File: src/rtl/mem_access_stage.sv
// Memory access stage: issues one req/ack data-memory transaction per load/store,
// formats load data and hands a registered result bundle to writeback.
module mem_access_stage #(
    parameter int TIMEOUT_CYCLES = 16,
    parameter int CNT_W          = 8
) (
    input  logic        clk,
    input  logic        rst_n,
    input  logic        valid_in,
    input  logic [5:0]  instr_id_in,
    input  logic        rd_valid_in,
    input  logic [4:0]  rd_addr_in,
    input  logic [31:0] rd_value_in,
    input  logic [31:0] rs2_value_in,
    output logic        stall_out,
    output logic        dmem_req,
    output logic        dmem_we,
    output logic [31:0] dmem_addr,
    output logic [3:0]  dmem_wstrb,
    output logic [31:0] dmem_wdata,
    input  logic        dmem_ack,
    input  logic [31:0] dmem_rdata,
    output logic        valid_out,
    output logic        rd_valid_out,
    output logic [4:0]  rd_addr_out,
    output logic [31:0] rd_value_out,
    output logic [31:0] mem_data_out,
    output logic [5:0]  instr_id_out,
    output logic        misalign_out,
    output logic        bus_err_out
);
    // state | meaning
    // IDLE  | accepting a new bundle from EX/MEM
    // BUSY  | memory transaction outstanding, upstream stalled

    localparam logic [5:0] ID_LB  = 6'd10;
    localparam logic [5:0] ID_LH  = 6'd11;
    localparam logic [5:0] ID_LW  = 6'd12;
    localparam logic [5:0] ID_LBU = 6'd13;
    localparam logic [5:0] ID_LHU = 6'd14;
    localparam logic [5:0] ID_SB  = 6'd15;
    localparam logic [5:0] ID_SH  = 6'd16;
    localparam logic [5:0] ID_SW  = 6'd17;

    typedef enum logic {S_IDLE, S_BUSY} state_t;

    state_t            state, state_nxt;
    logic [CNT_W-1:0]  cnt;
    logic [5:0]        lat_id;
    logic              lat_rd_valid;
    logic [4:0]        lat_rd_addr;
    logic [31:0]       lat_rd_value;
    logic [1:0]        lat_off;

    logic        is_load, is_store, misaligned, issue, timeout;
    logic [3:0]  st_wstrb;
    logic [31:0] st_wdata, rshift, load_fmt;
    logic [7:0]  ld_byte;
    logic [15:0] ld_half;

    always_comb begin
        is_load    = 1'b0;
        is_store   = 1'b0;
        misaligned = 1'b0;
        st_wstrb   = 4'b0000;
        st_wdata   = 32'h0;
        case (instr_id_in)
            ID_LB, ID_LBU: is_load = 1'b1;
            ID_LH, ID_LHU: begin
                is_load    = 1'b1;
                misaligned = rd_value_in[0];
            end
            ID_LW: begin
                is_load    = 1'b1;
                misaligned = |rd_value_in[1:0];
            end
            ID_SB: begin
                is_store = 1'b1;
                st_wstrb = 4'b0001 << rd_value_in[1:0];
                st_wdata = {4{rs2_value_in[7:0]}};
            end
            ID_SH: begin
                is_store   = 1'b1;
                misaligned = rd_value_in[0];
                st_wstrb   = 4'b0011 << rd_value_in[1:0];
                st_wdata   = {2{rs2_value_in[15:0]}};
            end
            ID_SW: begin
                is_store   = 1'b1;
                misaligned = |rd_value_in[1:0];
                st_wstrb   = 4'b1111;
                st_wdata   = rs2_value_in;
            end
            default: ;
        endcase
    end

    assign issue   = (state == S_IDLE) && valid_in && (is_load || is_store) && !misaligned;
    // An ack in the timeout cycle wins, so timeout is qualified by !dmem_ack.
    assign timeout = (state == S_BUSY) && !dmem_ack && (cnt == CNT_W'(TIMEOUT_CYCLES - 1));

    assign rshift  = dmem_rdata >> {lat_off, 3'b000};
    assign ld_byte = rshift[7:0];
    assign ld_half = lat_off[1] ? dmem_rdata[31:16] : dmem_rdata[15:0];

    always_comb begin
        load_fmt = 32'h0;
        case (lat_id)
            ID_LB:   load_fmt = {{24{ld_byte[7]}}, ld_byte};
            ID_LBU:  load_fmt = {24'h0, ld_byte};
            ID_LH:   load_fmt = {{16{ld_half[15]}}, ld_half};
            ID_LHU:  load_fmt = {16'h0, ld_half};
            ID_LW:   load_fmt = dmem_rdata;
            default: load_fmt = 32'h0;
        endcase
    end

    always_ff @(posedge clk) begin
        if (!rst_n) state <= S_IDLE;
        else        state <= state_nxt;
    end

    always_comb begin
        state_nxt = state;
        case (state)
            S_IDLE:  if (issue) state_nxt = S_BUSY;
            S_BUSY:  if (dmem_ack || timeout) state_nxt = S_IDLE;
            default: state_nxt = S_IDLE;
        endcase
    end

    always_comb begin
        stall_out = (state == S_BUSY);
    end

    always_ff @(posedge clk) begin
        if (!rst_n)                                cnt <= '0;
        else if (issue)                            cnt <= '0;
        else if ((state == S_BUSY) && !dmem_ack)   cnt <= cnt + CNT_W'(1);
    end

    always_ff @(posedge clk) begin
        if (!rst_n) begin
            dmem_req     <= 1'b0;
            dmem_we      <= 1'b0;
            dmem_addr    <= 32'h0;
            dmem_wstrb   <= 4'b0000;
            dmem_wdata   <= 32'h0;
            valid_out    <= 1'b0;
            rd_valid_out <= 1'b0;
            rd_addr_out  <= 5'h0;
            rd_value_out <= 32'h0;
            mem_data_out <= 32'h0;
            instr_id_out <= 6'h0;
            misalign_out <= 1'b0;
            bus_err_out  <= 1'b0;
            lat_id       <= 6'h0;
            lat_rd_valid <= 1'b0;
            lat_rd_addr  <= 5'h0;
            lat_rd_value <= 32'h0;
            lat_off      <= 2'b00;
        end else begin
            valid_out    <= 1'b0;
            misalign_out <= 1'b0;
            bus_err_out  <= 1'b0;
            if (state == S_IDLE) begin
                if (issue) begin
                    lat_id       <= instr_id_in;
                    lat_rd_valid <= rd_valid_in;
                    lat_rd_addr  <= rd_addr_in;
                    lat_rd_value <= rd_value_in;
                    lat_off      <= rd_value_in[1:0];
                    dmem_req     <= 1'b1;
                    dmem_we      <= is_store;
                    dmem_addr    <= {rd_value_in[31:2], 2'b00};
                    dmem_wstrb   <= st_wstrb;
                    dmem_wdata   <= st_wdata;
                end else if (valid_in) begin
                    valid_out    <= 1'b1;
                    misalign_out <= misaligned;
                    rd_valid_out <= rd_valid_in && !misaligned;
                    rd_addr_out  <= rd_addr_in;
                    rd_value_out <= rd_value_in;
                    mem_data_out <= 32'h0;
                    instr_id_out <= instr_id_in;
                end
            end else if (dmem_ack || timeout) begin
                dmem_req     <= 1'b0;
                valid_out    <= 1'b1;
                bus_err_out  <= !dmem_ack;
                rd_valid_out <= dmem_ack && lat_rd_valid;
                rd_addr_out  <= lat_rd_addr;
                rd_value_out <= lat_rd_value;
                mem_data_out <= dmem_ack ? load_fmt : 32'h0;
                instr_id_out <= lat_id;
            end
        end
    end

endmodule

File: config.mk
export PLATFORM = sky130hd
export DESIGN_NAME = mem_access_stage
export DESIGN_NICKNAME = d
export VERILOG_FILES = /design/src/rtl/mem_access_stage.sv
export SDC_FILE = /design/constraint.sdc
export NUM_CORES = 1
export LEC_CHECK = 0
export CAP_MARGIN = 30
export CELL_PAD_IN_SITES_DETAIL_PLACEMENT = 1
export CELL_PAD_IN_SITES_GLOBAL_PLACEMENT = 1
export CORE_ASPECT_RATIO = 0.7
export CORE_UTILIZATION = 33
export DETAILED_ROUTE_END_ITERATION = 6
export PLACE_DENSITY_LB_ADDON = 0.05
export SLEW_MARGIN = 5
export SYNTH_ARGS = -nofsm -noshare
export SYNTH_HDL_FRONTEND = slang
export SYNTH_SLANG_ARGS = --single-unit
File: constraint.sdc
create_clock -name clk -period 3.5 [get_ports clk]
set_input_delay 0.875 -clock clk [delete_from_list [all_inputs] [get_ports clk]]
set_output_delay 0.875 -clock clk [all_outputs]
set_load 0.01 [all_outputs]
==> impl_results.md <==
* Mapped Area at 7280 sq um
* R2R Path End: rd_value_out[0]$_SDFFE_PN0P_
* # port buffers at 259
* Metal-1 WL at 11,800 um
* Slowest CP cell: or4b_1
* Crit path kind: in -> reg
* Max Fclk at 328 MHz
* Min Tclk post-route at 3050 ps
* Via/cell ratio at 5.22
* Area of the multi-input gates at 3560 sq um
* Clock sink total at 170
* Sequential element share of the synthesized area at 46.8%
* Detailed-route DRC error count at 36
* # resized after CTS at 0
* Outcome: finished with violations
* Ys async rst share at 0%
* Clock Tree Root: clkbuf_16
* Max-cap violations at 0
* Routed length on met2 at 11,000 um
* Failing checks: DRC
* Via Count at 7,045
* CTS max path bufs at 2
* Largest net degree at the start of global routing at 125
* Pwr dens at 424 nW/um^2
* Hold Startpoint: dmem_wdata[2]$_SDFFE_PN0P_
* Detailed Routing Iterations Pass 1 at 7
* Max incr delay on CP at 560 ps
* Hold slack at 454 ps
* Final Hold Fails at 0
* Number of synthesized register bits at 170
* Storage cell area at 3400 sq um
* First DRT Iteration DRCs at 402
* Area growth syn-to-layout at 48.8%
* Reg2Reg Depth at 7
* Gr usage total at 22.2%
* Core area at 21,700 sq um
* Lkg Pwr at 3.70 nW
* Crit Reg-Reg Startpoint: cnt[6]$_SDFFE_PP0P_
* CP startpoint kind: input pin
* Yosys warns at 0
* Die Ht at 126 um
* FP Rows at 45
* Vias in the first global route at 7,001
* DR WL met3 at 2030 um
* Worst hold path type: reg -> reg
* Antenna Nets Post-Route at 0
* Maximum fanout along the worst path at 23
* Final Max Slew Viols at 0
* Setup violators final at 0
* Final #Nets at 1,168
* Final Wtd Congestion at 0.787
* Actual slew at the worst max-slew pin at 840 ps
* Syn Inst Count at 819
* Fin Setup TNS at 0 ps
* TritonCTS Buffers at 17
* Max H-tree Level at 4
* Peak supply drop at 319 uV
* Synth cell types at 53
* Avg WL per Cell at 18.7 um
* Setup bufs post-CTS at 0
* Chip Width at 179 um
* Rel. slew slack at 44.0%
* Delay-heaviest family, CP: simple AND/OR/NAND/NOR gates
* Crit end category: flip-flop
* Critical Path AT at 3400 ps
* Most frequent cells in the layout: clkdlybuf4s50_1 (259), dfxtp_1 (169), nand2_1 (108)
* Hold Buf Count CTS at 0
* Post-detail-place hpwl at 17,700 um
* Min-Delay Endpoint: dmem_wdata[2]$_SDFFE_PN0P_
* GR Overflow Total at 0
* Die ar. at 22,700 sq um
* Antenna diode count at 0
* I/O pin count at 262
* Clock slew at reported path FFs at 60 ps
* Final wirelength at 25,200 um
* CTS tree: done
* Fin crit share at 87.1%
* Crit-path cells: clkdlybuf4s50_1 -> or4b_1 -> o311a_1 -> a211oi_2 -> or2_4 -> buf_4 -> nand2_1 -> a21oi_1
* Most common cell after layout, fill and taps aside: clkdlybuf4s50_1
* Initial antenna violation count at 0
* First-pass GRT wire length at 39,500 um
* RSZ-0062 raised after global routing: false
* Synth Area per Inst at 8.89 sq um
* Number of flops mapped to enable cells by yosys at 0
* Setup Skew at 14.1 ps
* Buffer and inverter count on the worst path at 2
* Worst-skew pair later-pin latency at 430 ps
* Ratio of cells with drive above 1 in the final layout at 9.28%
* Highest routed layer: met4
* Fillers at 2,487
* Main synth FF type: dfxtp_1
* Hold-critical path depth at 2
* Initial Utilization at 33.6%
* R2R setup slack at 1130 ps
* Required time worst endpoint at 3850 ps
-- cell families (layout without fill, tap and decap cells) --
group           after synthesis  count (layout)  share of synthesized area, %
flops                       170             170                          46.8
buf+inv                      81             328                          4.80
mux                          66              66                          9.80
fa+ha+maj                     1               1                         0.172
xor+xnor                      8               8                         0.963
other cells                   1               2                        0.0515
simple gates                274             274                          16.3
compound gates              218             218                          21.1
-- synthesized netlist by cell type (2+ instances only) --
library cell	n	share of area, %
a221o_1	6	0.83
mux2i_1	42	5.8
nor2_1	92	4.7
dfxtp_1	170	47
and3_1	7	0.60
xnor2_1	4	0.48
a31oi_1	2	0.17
o211a_1	3	0.41
a211oi_1	42	4.3
mux4_2	2	0.62
o21ai_0	6	0.41
a22oi_1	6	0.62
a21o_1	2	0.21
and2_1	4	0.34
inv_1	3	0.15
nand3b_1	4	0.41
nor3b_1	2	0.21
buf_4	4	0.41
mux2_2	22	3.4
nor2b_1	2	0.17
a221oi_1	32	3.9
o2111ai_1	2	0.24
o211ai_1	4	0.41
nand4bb_1	2	0.31
nand2_1	108	5.6
a21oi_1	79	5.4
buf_2	18	1.2
o2bb2ai_1	25	3.0
xor2_1	4	0.48
nand2b_1	4	0.34
buf_1	6	0.31
a211o_1	2	0.24
or2_2	2	0.17
clkbuf_1	48	2.5
nor3_1	27	1.9
nand3_1	14	0.96
-- stage by stage --
| step | worst slack, ps | instance area, sq um | cells | util [%] | total power [W] |
|---|---|---|---|---|---|
| floorplan | 673 | 7280 | 820 | - | 0.00233 |
| global placement | 135 | 10200 | 1317 | 47.2 | 0.00269 |
| detailed placement | 9.17 | 10200 | 1318 | 47.2 | 0.00270 |
| CTS | 443 | 10800 | 1349 | 50.0 | 0.00465 |
| global route | 332 | 10800 | 1349 | 50.0 | 0.00478 |
| finish | 452 | 10800 | 1349 | 50.0 | 0.00459 |
-- where the power goes --
part	total, W	internal, W	leakage (nW)	switching [W]
clock	0.00194	0.00110	0.284	0.000840
combinational	0.000611	0.000326	2.03	0.000285
sequential	0.00204	0.00200	1.38	0.0000429
total	0.00459	0.00343	3.70	0.00117
-- tightest hold or removal path: stages (launching register included) --
cell and delay, ps:
dfxtp_1 310, nand2_1 50, a21oi_1 50
-- layout make-up --
cell class,instances,area share (%)
multi-input cells,569,32.8
flip-flops and latches,170,31.4
repair buffers,293,26.8
clock buffers,20,4.22
well taps,282,3.26
clock inverters,11,1.26
inverters,4,0.162
-- layer usage --
layer	up-vias	track usage, %
met5	-	0
met4	0	6.34
met3	24	7.32
met2	210	33.6
met1	3396	30.0
li1	3415	-
-- worst max-delay path by stage --
stage / cells past startpoint / end / start
detailed placement: 8 / lat_rd_value[14]$_SDFFE_PN0P_ / instr_id_in[2]
global route: 8 / lat_rd_value[14]$_SDFFE_PN0P_ / instr_id_in[2]
global placement: 8 / lat_rd_value[24]$_SDFFE_PN0P_ / instr_id_in[2]
floorplan: 9 / mem_data_out[3]$_SDFFE_PN0P_ / instr_id_in[1]
CTS: 8 / lat_rd_value[14]$_SDFFE_PN0P_ / instr_id_in[2]
finish: 8 / lat_rd_value[14]$_SDFFE_PN0P_ / instr_id_in[2]
-- flip-flops by register name, summed over array words and instances (netlist names), 4 cells and up --
register      cells
dmem_wdata       32
dmem_wstrb        4
mem_data_out     32
lat_rd_value     32
rd_addr_out       5
lat_id            6
cnt               8
lat_rd_addr       5
rd_value_out     32
instr_id_out      6
No activity file was read; power rests on OpenSTA's default activity.
